**config.mk**
```make
export PLATFORM = sky130hd
export DESIGN_NAME = aclk_areg_bank_flat
export DESIGN_NICKNAME = d
export VERILOG_FILES = /design/src/rtl/aclk_pkg.sv /design/src/rtl/aclk_areg_bank_if.sv /design/src/rtl/aclk_bcd_add_min.sv /design/src/rtl/aclk_areg_bank.sv /design/src/flat_wrapper.sv
export SDC_FILE = /design/constraint.sdc
export NUM_CORES = 1
export LEC_CHECK = 0
export BUFFER_PORTS_ARGS = -buffer_cell sky130_fd_sc_hd__buf_4
export CAP_MARGIN = 5
export CORE_MARGIN = 4
export CORE_UTILIZATION = 45
export CTS_BUF_LIST = sky130_fd_sc_hd__clkbuf_8
export DETAILED_ROUTE_END_ITERATION = 16
export MAX_ROUTING_LAYER = met4
export PLACE_DENSITY = 0.64
export SYNTH_ARGS = -nofsm -noshare
export SYNTH_HDL_FRONTEND = slang
export SYNTH_SLANG_ARGS = --single-unit
```
**constraint.sdc**
```tcl
create_clock -name clk -period 10.7 [get_ports clk]
set_input_delay 2.14 -clock clk [delete_from_list [all_inputs] [get_ports clk]]
set_output_delay 2.14 -clock clk [all_outputs]
set_load 0.02 [all_outputs]
```
**src/rtl/aclk_pkg.sv**
```systemverilog
// Shared alarm-clock types and constants: BCD digits, hh:mm time record,
// and the time validity check also used by the clock-set logic.
package aclk_pkg;

  typedef logic [3:0] bcd_t;

  typedef struct packed {
    bcd_t ms_hr;
    bcd_t ls_hr;
    bcd_t ms_min;
    bcd_t ls_min;
  } bcd_time_t;

  localparam int MAX_HR     = 23;
  localparam int MAX_MIN    = 59;
  localparam int MIN_PER_HR = 60;

  // Every digit must be decimal before the hour/minute ranges mean anything.
  function automatic logic time_valid(input bcd_time_t t);
    int hr;
    int mn;
    hr = 10 * int'(t.ms_hr) + int'(t.ls_hr);
    mn = 10 * int'(t.ms_min) + int'(t.ls_min);
    return (t.ms_hr <= 4'd9) && (t.ls_hr <= 4'd9) &&
           (t.ms_min <= 4'd9) && (t.ls_min <= 4'd9) &&
           (hr <= MAX_HR) && (mn <= MAX_MIN);
  endfunction

endpackage

```
**src/rtl/aclk_areg_bank_if.sv**
```systemverilog
// Bus between the key/load logic (master) and the alarm register bank (slave).
interface aclk_areg_bank_if #(
  parameter int NUM_ALARMS = 4
);
  import aclk_pkg::*;

  localparam int IDX_W = (NUM_ALARMS > 1) ? $clog2(NUM_ALARMS) : 1;

  logic                  load_new_a;
  logic [IDX_W-1:0]      load_idx;
  bcd_t                  new_alarm_ms_hr;
  bcd_t                  new_alarm_ls_hr;
  bcd_t                  new_alarm_ms_min;
  bcd_t                  new_alarm_ls_min;
  logic                  new_arm;
  bcd_t                  current_time_ms_hr;
  bcd_t                  current_time_ls_hr;
  bcd_t                  current_time_ms_min;
  bcd_t                  current_time_ls_min;
  logic                  snooze;
  logic                  stop_alarm;
  logic [IDX_W-1:0]      rd_idx;
  bcd_t                  alarm_time_ms_hr;
  bcd_t                  alarm_time_ls_hr;
  bcd_t                  alarm_time_ms_min;
  bcd_t                  alarm_time_ls_min;
  logic                  alarm_armed;
  logic [NUM_ALARMS-1:0] alarm_pending;
  logic                  sound_alarm;
  logic                  load_err;

  modport master (
    output load_new_a, load_idx,
    output new_alarm_ms_hr, new_alarm_ls_hr, new_alarm_ms_min, new_alarm_ls_min, new_arm,
    output current_time_ms_hr, current_time_ls_hr, current_time_ms_min, current_time_ls_min,
    output snooze, stop_alarm, rd_idx,
    input  alarm_time_ms_hr, alarm_time_ls_hr, alarm_time_ms_min, alarm_time_ls_min,
    input  alarm_armed, alarm_pending, sound_alarm, load_err
  );

  modport slave (
    input  load_new_a, load_idx,
    input  new_alarm_ms_hr, new_alarm_ls_hr, new_alarm_ms_min, new_alarm_ls_min, new_arm,
    input  current_time_ms_hr, current_time_ls_hr, current_time_ms_min, current_time_ls_min,
    input  snooze, stop_alarm, rd_idx,
    output alarm_time_ms_hr, alarm_time_ls_hr, alarm_time_ms_min, alarm_time_ls_min,
    output alarm_armed, alarm_pending, sound_alarm, load_err
  );

endinterface

```
**src/rtl/aclk_bcd_add_min.sv**
```systemverilog
// Combinational BCD hh:mm plus a constant number of minutes, wrapping at
// the hour and at midnight. The input is assumed to be a valid time.
module aclk_bcd_add_min
  import aclk_pkg::*;
#(
  parameter int ADD_MIN = 5
) (
  input  bcd_time_t i_time,
  output bcd_time_t o_time
);

  logic [6:0] w_min_in;
  logic [6:0] w_min_sum;
  logic [6:0] w_min_out;
  logic       w_carry;
  logic [4:0] w_hr_in;
  logic [4:0] w_hr_inc;
  logic [4:0] w_hr_out;

  // ADD_MIN <= 59, so a single subtract of 60 always brings minutes back in range.
  assign w_min_in  = 7'(i_time.ms_min) * 7'd10 + 7'(i_time.ls_min);
  assign w_min_sum = w_min_in + 7'(ADD_MIN);
  assign w_carry   = (w_min_sum >= 7'(MIN_PER_HR));
  assign w_min_out = w_carry ? (w_min_sum - 7'(MIN_PER_HR)) : w_min_sum;

  assign w_hr_in  = 5'(i_time.ms_hr) * 5'd10 + 5'(i_time.ls_hr);
  assign w_hr_inc = w_hr_in + 5'(w_carry);
  assign w_hr_out = (w_hr_inc > 5'(MAX_HR)) ? 5'd0 : w_hr_inc;

  assign o_time.ms_hr  = 4'(w_hr_out / 5'd10);
  assign o_time.ls_hr  = 4'(w_hr_out % 5'd10);
  assign o_time.ms_min = 4'(w_min_out / 7'd10);
  assign o_time.ls_min = 4'(w_min_out % 7'd10);

endmodule

```
**src/rtl/aclk_areg_bank.sv**
```systemverilog
// Alarm register bank: NUM_ALARMS BCD alarm slots with arm bits, rising-match
// pending flags, snooze/stop handling and a registered readback port.
module aclk_areg_bank
  import aclk_pkg::*;
#(
  parameter int NUM_ALARMS = 4,
  parameter int SNOOZE_MIN = 5
) (
  input logic               clk,
  input logic               reset,
  aclk_areg_bank_if.slave   bus
);

  localparam int IDX_W = (NUM_ALARMS > 1) ? $clog2(NUM_ALARMS) : 1;

  bcd_time_t             r_time [NUM_ALARMS];
  logic [NUM_ALARMS-1:0] r_arm;
  logic [NUM_ALARMS-1:0] r_pending;
  logic [NUM_ALARMS-1:0] r_prev_match;
  bcd_time_t             r_rd_time;
  logic                  r_rd_arm;
  logic                  r_sound;
  logic                  r_load_err;

  bcd_time_t             w_cur;
  bcd_time_t             w_new;
  logic                  w_new_valid;
  logic                  w_load_reject;
  bcd_time_t             w_snz_time  [NUM_ALARMS];
  bcd_time_t             w_time_next [NUM_ALARMS];
  logic [NUM_ALARMS-1:0] w_match;
  logic [NUM_ALARMS-1:0] w_rise;
  logic [NUM_ALARMS-1:0] w_idx_hit;
  logic [NUM_ALARMS-1:0] w_load_hit;
  logic [NUM_ALARMS-1:0] w_pend_next;
  logic [NUM_ALARMS-1:0] w_arm_next;
  bcd_time_t             w_rd_time;
  logic                  w_rd_arm;

  assign w_cur = '{ms_hr:  bus.current_time_ms_hr,  ls_hr:  bus.current_time_ls_hr,
                   ms_min: bus.current_time_ms_min, ls_min: bus.current_time_ls_min};
  assign w_new = '{ms_hr:  bus.new_alarm_ms_hr,  ls_hr:  bus.new_alarm_ls_hr,
                   ms_min: bus.new_alarm_ms_min, ls_min: bus.new_alarm_ls_min};

  assign w_new_valid   = time_valid(w_new);
  // An index that hits no slot is out of range and rejects the load.
  assign w_load_reject = bus.load_new_a && !(w_new_valid && (|w_idx_hit));

  for (genvar gi = 0; gi < NUM_ALARMS; gi++) begin : g_slot
    aclk_bcd_add_min #(
      .ADD_MIN (SNOOZE_MIN)
    ) u_snooze_add (
      .i_time (r_time[gi]),
      .o_time (w_snz_time[gi])
    );

    assign w_match[gi]    = r_arm[gi] && (r_time[gi] == w_cur);
    assign w_rise[gi]     = w_match[gi] && !r_prev_match[gi];
    assign w_idx_hit[gi]  = (bus.load_idx == IDX_W'(gi));
    assign w_load_hit[gi] = bus.load_new_a && w_new_valid && w_idx_hit[gi];

    // Load beats everything; a fresh match beats stop/snooze so an alarm is never lost.
    assign w_pend_next[gi] = w_load_hit[gi] ? 1'b0 :
                             w_rise[gi]     ? 1'b1 :
                             (bus.stop_alarm || bus.snooze) ? 1'b0 : r_pending[gi];

    // Stop outranks snooze, so only advance when snooze arrives alone.
    assign w_time_next[gi] = w_load_hit[gi] ? w_new :
                             (bus.snooze && !bus.stop_alarm && r_pending[gi]) ?
                             w_snz_time[gi] : r_time[gi];

    assign w_arm_next[gi] = w_load_hit[gi] ? bus.new_arm : r_arm[gi];
  end

  always_comb begin
    w_rd_time = '0;
    w_rd_arm  = 1'b0;
    for (int i = 0; i < NUM_ALARMS; i++) begin
      if (bus.rd_idx == IDX_W'(i)) begin
        w_rd_time = r_time[i];
        w_rd_arm  = r_arm[i];
      end
    end
  end

  always_ff @(posedge clk) begin
    if (reset) begin
      for (int i = 0; i < NUM_ALARMS; i++) begin
        r_time[i] <= '0;
      end
      r_arm        <= '0;
      r_pending    <= '0;
      r_prev_match <= '0;
      r_rd_time    <= '0;
      r_rd_arm     <= 1'b0;
      r_sound      <= 1'b0;
      r_load_err   <= 1'b0;
    end else begin
      for (int i = 0; i < NUM_ALARMS; i++) begin
        r_time[i] <= w_time_next[i];
      end
      r_arm        <= w_arm_next;
      r_pending    <= w_pend_next;
      r_prev_match <= w_match;
      r_rd_time    <= w_rd_time;
      r_rd_arm     <= w_rd_arm;
      r_sound      <= |r_pending;
      r_load_err   <= w_load_reject;
    end
  end

  assign bus.alarm_time_ms_hr  = r_rd_time.ms_hr;
  assign bus.alarm_time_ls_hr  = r_rd_time.ls_hr;
  assign bus.alarm_time_ms_min = r_rd_time.ms_min;
  assign bus.alarm_time_ls_min = r_rd_time.ls_min;
  assign bus.alarm_armed       = r_rd_arm;
  assign bus.alarm_pending     = r_pending;
  assign bus.sound_alarm       = r_sound;
  assign bus.load_err          = r_load_err;

endmodule
```
**src/flat_wrapper.sv**
```systemverilog
// flat-port wrapper written by rule: the top's interface ports become plain ports
module aclk_areg_bank_flat import aclk_pkg::*;
#(
  parameter int NUM_ALARMS = 4,
  parameter int SNOOZE_MIN = 5
)
  (clk, reset, bus_load_new_a, bus_load_idx, bus_new_alarm_ms_hr, bus_new_alarm_ls_hr, bus_new_alarm_ms_min, bus_new_alarm_ls_min, bus_new_arm, bus_current_time_ms_hr, bus_current_time_ls_hr, bus_current_time_ms_min, bus_current_time_ls_min, bus_snooze, bus_stop_alarm, bus_rd_idx, bus_alarm_time_ms_hr, bus_alarm_time_ls_hr, bus_alarm_time_ms_min, bus_alarm_time_ls_min, bus_alarm_armed, bus_alarm_pending, bus_sound_alarm, bus_load_err);
  aclk_areg_bank_if #(.NUM_ALARMS(NUM_ALARMS)) bus_i ();
  input logic clk;
  input logic reset;
  input wire logic [$bits(bus_i.load_new_a)-1:0] bus_load_new_a;
  input wire logic [$bits(bus_i.load_idx)-1:0] bus_load_idx;
  input wire logic [$bits(bus_i.new_alarm_ms_hr)-1:0] bus_new_alarm_ms_hr;
  input wire logic [$bits(bus_i.new_alarm_ls_hr)-1:0] bus_new_alarm_ls_hr;
  input wire logic [$bits(bus_i.new_alarm_ms_min)-1:0] bus_new_alarm_ms_min;
  input wire logic [$bits(bus_i.new_alarm_ls_min)-1:0] bus_new_alarm_ls_min;
  input wire logic [$bits(bus_i.new_arm)-1:0] bus_new_arm;
  input wire logic [$bits(bus_i.current_time_ms_hr)-1:0] bus_current_time_ms_hr;
  input wire logic [$bits(bus_i.current_time_ls_hr)-1:0] bus_current_time_ls_hr;
  input wire logic [$bits(bus_i.current_time_ms_min)-1:0] bus_current_time_ms_min;
  input wire logic [$bits(bus_i.current_time_ls_min)-1:0] bus_current_time_ls_min;
  input wire logic [$bits(bus_i.snooze)-1:0] bus_snooze;
  input wire logic [$bits(bus_i.stop_alarm)-1:0] bus_stop_alarm;
  input wire logic [$bits(bus_i.rd_idx)-1:0] bus_rd_idx;
  output wire logic [$bits(bus_i.alarm_time_ms_hr)-1:0] bus_alarm_time_ms_hr;
  output wire logic [$bits(bus_i.alarm_time_ls_hr)-1:0] bus_alarm_time_ls_hr;
  output wire logic [$bits(bus_i.alarm_time_ms_min)-1:0] bus_alarm_time_ms_min;
  output wire logic [$bits(bus_i.alarm_time_ls_min)-1:0] bus_alarm_time_ls_min;
  output wire logic [$bits(bus_i.alarm_armed)-1:0] bus_alarm_armed;
  output wire logic [$bits(bus_i.alarm_pending)-1:0] bus_alarm_pending;
  output wire logic [$bits(bus_i.sound_alarm)-1:0] bus_sound_alarm;
  output wire logic [$bits(bus_i.load_err)-1:0] bus_load_err;
  assign bus_i.load_new_a = bus_load_new_a;
  assign bus_i.load_idx = bus_load_idx;
  assign bus_i.new_alarm_ms_hr = bus_new_alarm_ms_hr;
  assign bus_i.new_alarm_ls_hr = bus_new_alarm_ls_hr;
  assign bus_i.new_alarm_ms_min = bus_new_alarm_ms_min;
  assign bus_i.new_alarm_ls_min = bus_new_alarm_ls_min;
  assign bus_i.new_arm = bus_new_arm;
  assign bus_i.current_time_ms_hr = bus_current_time_ms_hr;
  assign bus_i.current_time_ls_hr = bus_current_time_ls_hr;
  assign bus_i.current_time_ms_min = bus_current_time_ms_min;
  assign bus_i.current_time_ls_min = bus_current_time_ls_min;
  assign bus_i.snooze = bus_snooze;
  assign bus_i.stop_alarm = bus_stop_alarm;
  assign bus_i.rd_idx = bus_rd_idx;
  assign bus_alarm_time_ms_hr = bus_i.alarm_time_ms_hr;
  assign bus_alarm_time_ls_hr = bus_i.alarm_time_ls_hr;
  assign bus_alarm_time_ms_min = bus_i.alarm_time_ms_min;
  assign bus_alarm_time_ls_min = bus_i.alarm_time_ls_min;
  assign bus_alarm_armed = bus_i.alarm_armed;
  assign bus_alarm_pending = bus_i.alarm_pending;
  assign bus_sound_alarm = bus_i.sound_alarm;
  assign bus_load_err = bus_i.load_err;
  aclk_areg_bank #(.NUM_ALARMS(NUM_ALARMS), .SNOOZE_MIN(SNOOZE_MIN)) u_core (.clk(clk), .reset(reset), .bus(bus_i));
endmodule
```
Word-level counts from Yosys, hierarchy flattened
Memories as Yosys holds them, arrays and structs flattened.
Cells that the tools add are included.
{ "word_totals": {"reg_bits": 31, "mem_bits_rw": 64, "in_bits": 42, "n_memories": 1} }
{ "classes": {"addsub": 22, "n_mul": 10, "div_mod_pow": 16, "order_cmp": 14, "n_eq_ne": 10, "n_mux": 36, "bitwise": 4, "reduce_logical": 44} }
{ "memory_table": {"columns": ["name", "words", "width", "rd", "rd_ports_with_merged_regs", "wr", "line", "source"], "rows": [
  ["u_core.r_time", 4, 16, 4, 0, 4, "aclk_areg_bank.sv:16", "bcd_time_t r_time [NUM_ALARMS];"]
]} }
{ "op_table": {"columns": ["operator", "count"], "rows": [
  ["2-to-1 mux 16 bit", 16],
  ["adder 32 x 5 -> 32 bit", 2],
  ["== test 16 bit", 4],
  ["<= comparator 32 x 6 -> 1 bit (second input constant)", 1],
  ["<= comparator 32 x 7 -> 1 bit (second input constant)", 1],
  ["adder 7 x 3 -> 7 bit (second input constant)", 4],
  ["adder 7 x 4 -> 7 bit", 4],
  ["divider 7 x 4 -> 7 bit (second input constant)", 4],
  [">= comparator 7 x 6 -> 1 bit (second input constant)", 4],
  ["remainder unit 7 x 4 -> 7 bit (second input constant)", 4],
  ["2-to-1 mux 7 bit", 4],
  ["subtractor 7 x 6 -> 7 bit (second input constant)", 4],
  ["logical AND 1 bit", 25],
  ["multiplier 4 x 3 -> 6 bit (second input constant)", 4],
  ["adder 5 x 1 -> 5 bit", 4],
  ["adder 5 x 4 -> 5 bit", 4],
  ["divider 5 x 4 -> 5 bit (second input constant)", 4],
  ["greater-than comparator 5 bit (second input constant)", 4],
  ["remainder unit 5 x 4 -> 5 bit (second input constant)", 4],
  ["2-to-1 mux 5 bit", 4],
  ["<= comparator 4 bit (second input constant)", 4],
  ["multiplier 4 x 3 -> 4 bit (second input constant)", 4],
  ["multiplier 3 x 4 -> 7 bit (first input constant)", 2],
  ["2-to-1 mux 1 bit", 12],
  ["9 further kinds", 29]
]} }

Logic depth before layout (Yosys ltp)
An unclocked memory read counts as a cell.
{ "logic_depth": {"ltp_word": 12, "depth_mapped": 27, "depth_no_buf": 27} }

Modules after synthesis
From an unflattened synthesis, not the netlist that was laid out.
{ "unflattened": {"hier_cells": 1262, "area_unflattened_um2": 11003.1} }
{ "by_module_without_submodules": {"columns": ["module", "n_inst", "cells_each", "area_per_inst_um2", "seq_area_each_um2"], "rows": [
  ["aclk_areg_bank", 1, 646, 5993.2, 1901.8],
  ["aclk_bcd_add_min at u_core.g_slot[0].u_snooze_add ...", 3, 149, 1221.2, 0.0],
  ["aclk_bcd_add_min at u_core.g_slot[3].u_snooze_add", 1, 169, 1346.3, 0.0]
]} }

Worst setup path before layout
Ideal clock, no wire load.
{ "synth_path": {"path_kind": "input to register", "from": "input port bus_new_alarm_ms_min[1]", "to": "memory u_core.r_time[0][34] (netlist bit)", "arrival_time_ns": 5.283, "required_time_ns": 10.608, "path_slack_ns": 5.324, "cell_stages": 14, "n_path_buf": 2, "path_cell_list": "ha_1 ha_1 fa_1 nand3_1 nand3_1 maj3_1 o31ai_1 nor4bb_1 clkbuf_1 nand2_1 nor3b_1 clkbuf_1 a21oi_1 o32ai_1"} }
{ "synth_lines": {"columns": ["element", "line", "source"], "rows": [
  ["start, declared", "flat_wrapper.sv:15", "input wire logic [$bits(bus_i.new_alarm_ms_min)-1:0] bus_new_alarm_ms_min;"],
  ["end, declared", "aclk_areg_bank.sv:16", null]
]} }

==> impl_summary.md <==
Placement
In this run the cell area measured after placement is 10900 um2. At the end of routability-driven placement, the weighted congestion stood at 0.941. The post-detailed-placement half-perimeter wirelength is 24.8 mm. The total instance count after detailed placement is 1565. The pre-CTS worst setup slack is 4.27 ns. The quantity of I/O buffers inserted on ports is 64.

Synth
The combined area of all synthesized cells is 10200 um2. Each instance of the synthesized netlist takes up on average ~8 um2. In the post-synthesis netlist, the biggest area contributors are dfxtp_1, ha_1, xor2_1, xnor2_1, a21oi_1. The most used flip-flop cell after synthesis is dfxtp_1. The post-synthesis sequential area ratio is 0.186. The count of mapped cells out of synthesis is about 1300.

The largest total area in the synthesized netlist belongs to dfxtp_1. The share of synthesized area in the top cell type comes to 0.186. The count of synthesis-stage warnings from yosys is 0. The number of library cell types mapped by synthesis is 90.

After synthesis, the share of flip-flops with an asynchronous set or reset is 0. The count of state elements after synthesis is 95. Counting every net in the synthesized netlist gives 1428. Yosys mapped a number of flops with a built-in enable equal to 0.

Drt
The post-route DRC violation count is 0. The number of search-and-repair iterations in the first detailed-routing pass is 5. The total number of vias is 9922.

In the final routed layout, each cell accounts on average for about 20 um. Using the TritonRoute via totals, the vias-per-cell ratio works out to 6.28. The detailed router finished its first iteration with 836 violations.

Wires add up to 32.4 mm. The detail route stage leaves a number of antenna-violating nets equal to 0.

Global route
The via count of the first global-routing pass is 9173. The first-pass GRT wire length is between 50 and 60 mm. The initial antenna violation count is 0. The total global routing track utilization is 0.263. The total overflow reported by the global router is 0. The largest net degree at the start of global routing is 54.

Layout
The sequential cells in the finished layout cover a total of 1900 um2. In the final design database the tool counted 1452 nets. The diode insertion count for antenna repair is 0. The count of cells in the finished layout, fillers not included, comes to 1581.

The multi-input combinational cells in the finished layout cover a total of 7900 um2. The filler cell count is 2175. The area added between synthesis and finish is 8.36%.

For this run, the share of the core covered by cells in the final layout is 0.501. After routing the design area is 11100 um2. The fraction of final layout cells with drive strength greater than 1 is 0.102.

STA
The worst-case headroom to the max-slew limit is 0.192. The worst hold margin is ~0.53 ns. The slack of the critical path is 4.51 ns.

The slew at the pin closest to its max-slew limit is roughly 1.2 ns. Setup violations remaining at the end of the flow were counted as 0. The maximum clock skew at final layout is 0.0134 ns.

The number of hold violations in the final report is 0. Setup repair after global routing left no endpoint under its margin. The peak clock frequency supported by timing is 162 MHz. The clock period minus worst slack is 6.19 ns.

Of the available clock period, the critical path in the final layout requires 0.579. The max-slew violation count is 0. The total negative slack is 0 ns.

Clocking
Clock tree synthesis inserted a total of 9 buffers. Clock tree synthesis found a total of 95 sinks. TritonCTS built the clock tree.

Counting along the longest clock path gives a buffer depth of 2. The count of hold buffers inserted by post-cts repair is 0. The CTS clock-pin slew for the worst setup and hold paths is roughly 0.10 ns. The post-cts gate resize count is 0.

The number of H-tree levels is 3. The worst-skew pair later-pin latency is 0.39 ns. The root buffer cell chosen for the clock tree is clkbuf_8.

Once the clock tree was built, the setup fixing pass inserted 0 buffers.

Floorplanning
In this run the vertical extent of the chip is 159 um. The die outline width is 159 um. The area inside the core boundary is 22100 um2. After floorplanning, the core was divided into 54 placement rows.

During I/O placement, the number of pins put on the boundary was 65. The floorplan step defined a die boundary enclosing 25200 um2. The initial core utilization is 0.462.

Hold path
The class of the tightest hold or removal check is flop to flop.

Run status
The run finished with clean final reports.

Power and ir drop
The completed layout was analyzed and its total power is 0.714 mW. The leakage component of the power is 4.68 nW. The maximum ir drop on the vdd rail is 43.7 uV. The total power divided by cell area is 64.6 nW/um2.

Worst setup path
The worst setup path is of the flop to flop kind. For the worst setup path, the data arrival time is 6.51 ns. The worst endpoint required time is approximately 11 ns. The startpoint type of the worst setup path is a flop. STA classifies the critical path endpoint as a flop. In this run the worst path has a maximum fanout of 9.

Flow run
Max-cap violations in this run came to 0.
-- state kept, by name, summed over array words and instances, names as in the netlist, 4 cells and up --
register	count
u_core.r_time	64
u_core.bus.alarm_pending	4
u_core.bus.alarm_time_ls_hr	4
u_core.bus.alarm_time_ls_min	4
u_core.bus.alarm_time_ms_hr	4
u_core.bus.alarm_time_ms_min	4
u_core.r_arm	4
u_core.r_prev_match	4
-- logic make-up (layout without fill, tap and decap cells) --
| kind of cell | count (synthesis) | count (layout) | share of synthesized area |
|---|---|---|---|
| AND/OR/NAND/NOR | 449 | 449 | 0.223 |
| AO/OA/AOI/OAI | 353 | 353 | 0.243 |
| adder cells (fa/ha/maj) | 117 | 117 | 0.154 |
| multiplexers | 26 | 26 | 0.0467 |
| flip-flops | 95 | 95 | 0.186 |
| XOR/XNOR | 121 | 121 | 0.105 |
| buffers and inverters | 111 | 140 | 0.0416 |
-- final timing paths --
kind | from | endpoint | slack (ns) | depth (start not counted)
max | u_core.r_time[0][54] | u_core.r_time[0][59] | 4.51 | 25
min | u_core.r_arm[1] | u_core.r_arm[1] | 0.53 | 2
max reg2reg | u_core.r_time[0][54] | u_core.r_time[0][59] | 4.51 | 25
min reg2reg | u_core.r_arm[1] | u_core.r_arm[1] | 0.53 | 2
-- final cells by class --
class | count | share of cell area
well taps | 280 | 0.0317
inverters | 58 | 0.0197
clock inverters | 6 | 0.00554
flip-flops and latches | 95 | 0.172
multi-input cells | 1066 | 0.714
clock buffers | 10 | 0.0124
repair buffers | 66 | 0.0448
-- layout by cell type (no fill, tap or decap), drive strengths merged, types with 10 or more instances in the layout --
cell	count
a211o	14
a211oi	42
a21o	21
a21oi	82
and2	21
buf	66
clkbuf	10
dfxtp	95
fa	16
ha	98
inv	58
mux4	17
nand2	107
nand3	41
nand4	12
nor2	102
nor2b	26
nor3	41
nor3b	10
nor4	26
o211ai	20
o21ai	54
o22ai	11
o31ai	11
or2	14
xnor2	54
xor2	66
-- routing by layer --
layer	GRT usage	wire, um	part of all wire
met1	0.373	15100	0.47
met2	0.390	14100	0.43
met3	0.0408	2340	0.072
met4	0.0690	895	0.028
met5	-	0	0
-- report_power, final --
part	internal, mW	switching [mW]
clock network	0.114	0.136
registers	0.354	0.00224
logic	0.0417	0.0661
-- synth_stat cells, types with 4 or more instances --
| cell type | instances |
|---|---|
| o31ai_1 | 9 |
| nand3b_1 | 4 |
| nand4_1 | 12 |
| nand2_1 | 107 |
| xor2_1 | 66 |
| or2_2 | 10 |
| or4_1 | 6 |
| nand4b_1 | 4 |
| o41ai_1 | 4 |
| and2_1 | 20 |
| dfxtp_1 | 95 |
| o21ai_0 | 48 |
| a211o_1 | 14 |
| nand2b_1 | 6 |
| a21oi_1 | 81 |
| o211a_1 | 9 |
| o21ai_1 | 6 |
| fa_1 | 16 |
| nor2_1 | 102 |
| o211ai_1 | 20 |
| and3_1 | 8 |
| o22ai_1 | 11 |
| a21o_1 | 21 |
| a31oi_1 | 7 |
| o21bai_1 | 4 |
| a2bb2oi_1 | 5 |
| a211oi_1 | 41 |
| nor4_1 | 26 |
| or3_1 | 7 |
| o21a_1 | 8 |
| a22oi_1 | 5 |
| clkbuf_1 | 47 |
| nor3b_1 | 10 |
| nand3_1 | 41 |
| ha_1 | 98 |
| mux4_2 | 17 |
| a221oi_1 | 4 |
| nor3_1 | 40 |
| nor2b_1 | 26 |
| mux2i_1 | 6 |
| inv_1 | 57 |
| a32oi_1 | 5 |
| a311oi_1 | 5 |
| xnor2_1 | 54 |
-- worst max-delay path, cell delays in order (launching register included) --
cell and delay, ns:
dfxtp_1 0.58, ha_1 0.31, ha_1 0.27, ha_1 0.38
xnor2_1 0.28, clkinv_1 0.29, ha_1 0.36, and2_1 0.20
o21ai_0 0.07, or4_1 0.24, o211ai_1 0.17, ha_1 0.27
fa_1 0.40, a21o_1 0.19, a21oi_1 0.17, xnor2_1 0.18
o21ai_0 0.43, inv_1 0.09, ha_1 0.20, nor3_1 0.17
o22a_1 0.23, nor2_1 0.07, xor2_1 0.14, a211oi_1 0.25
a21oi_1 0.06, nor2_1 0.09
Power figures use the tool's default switching activity.
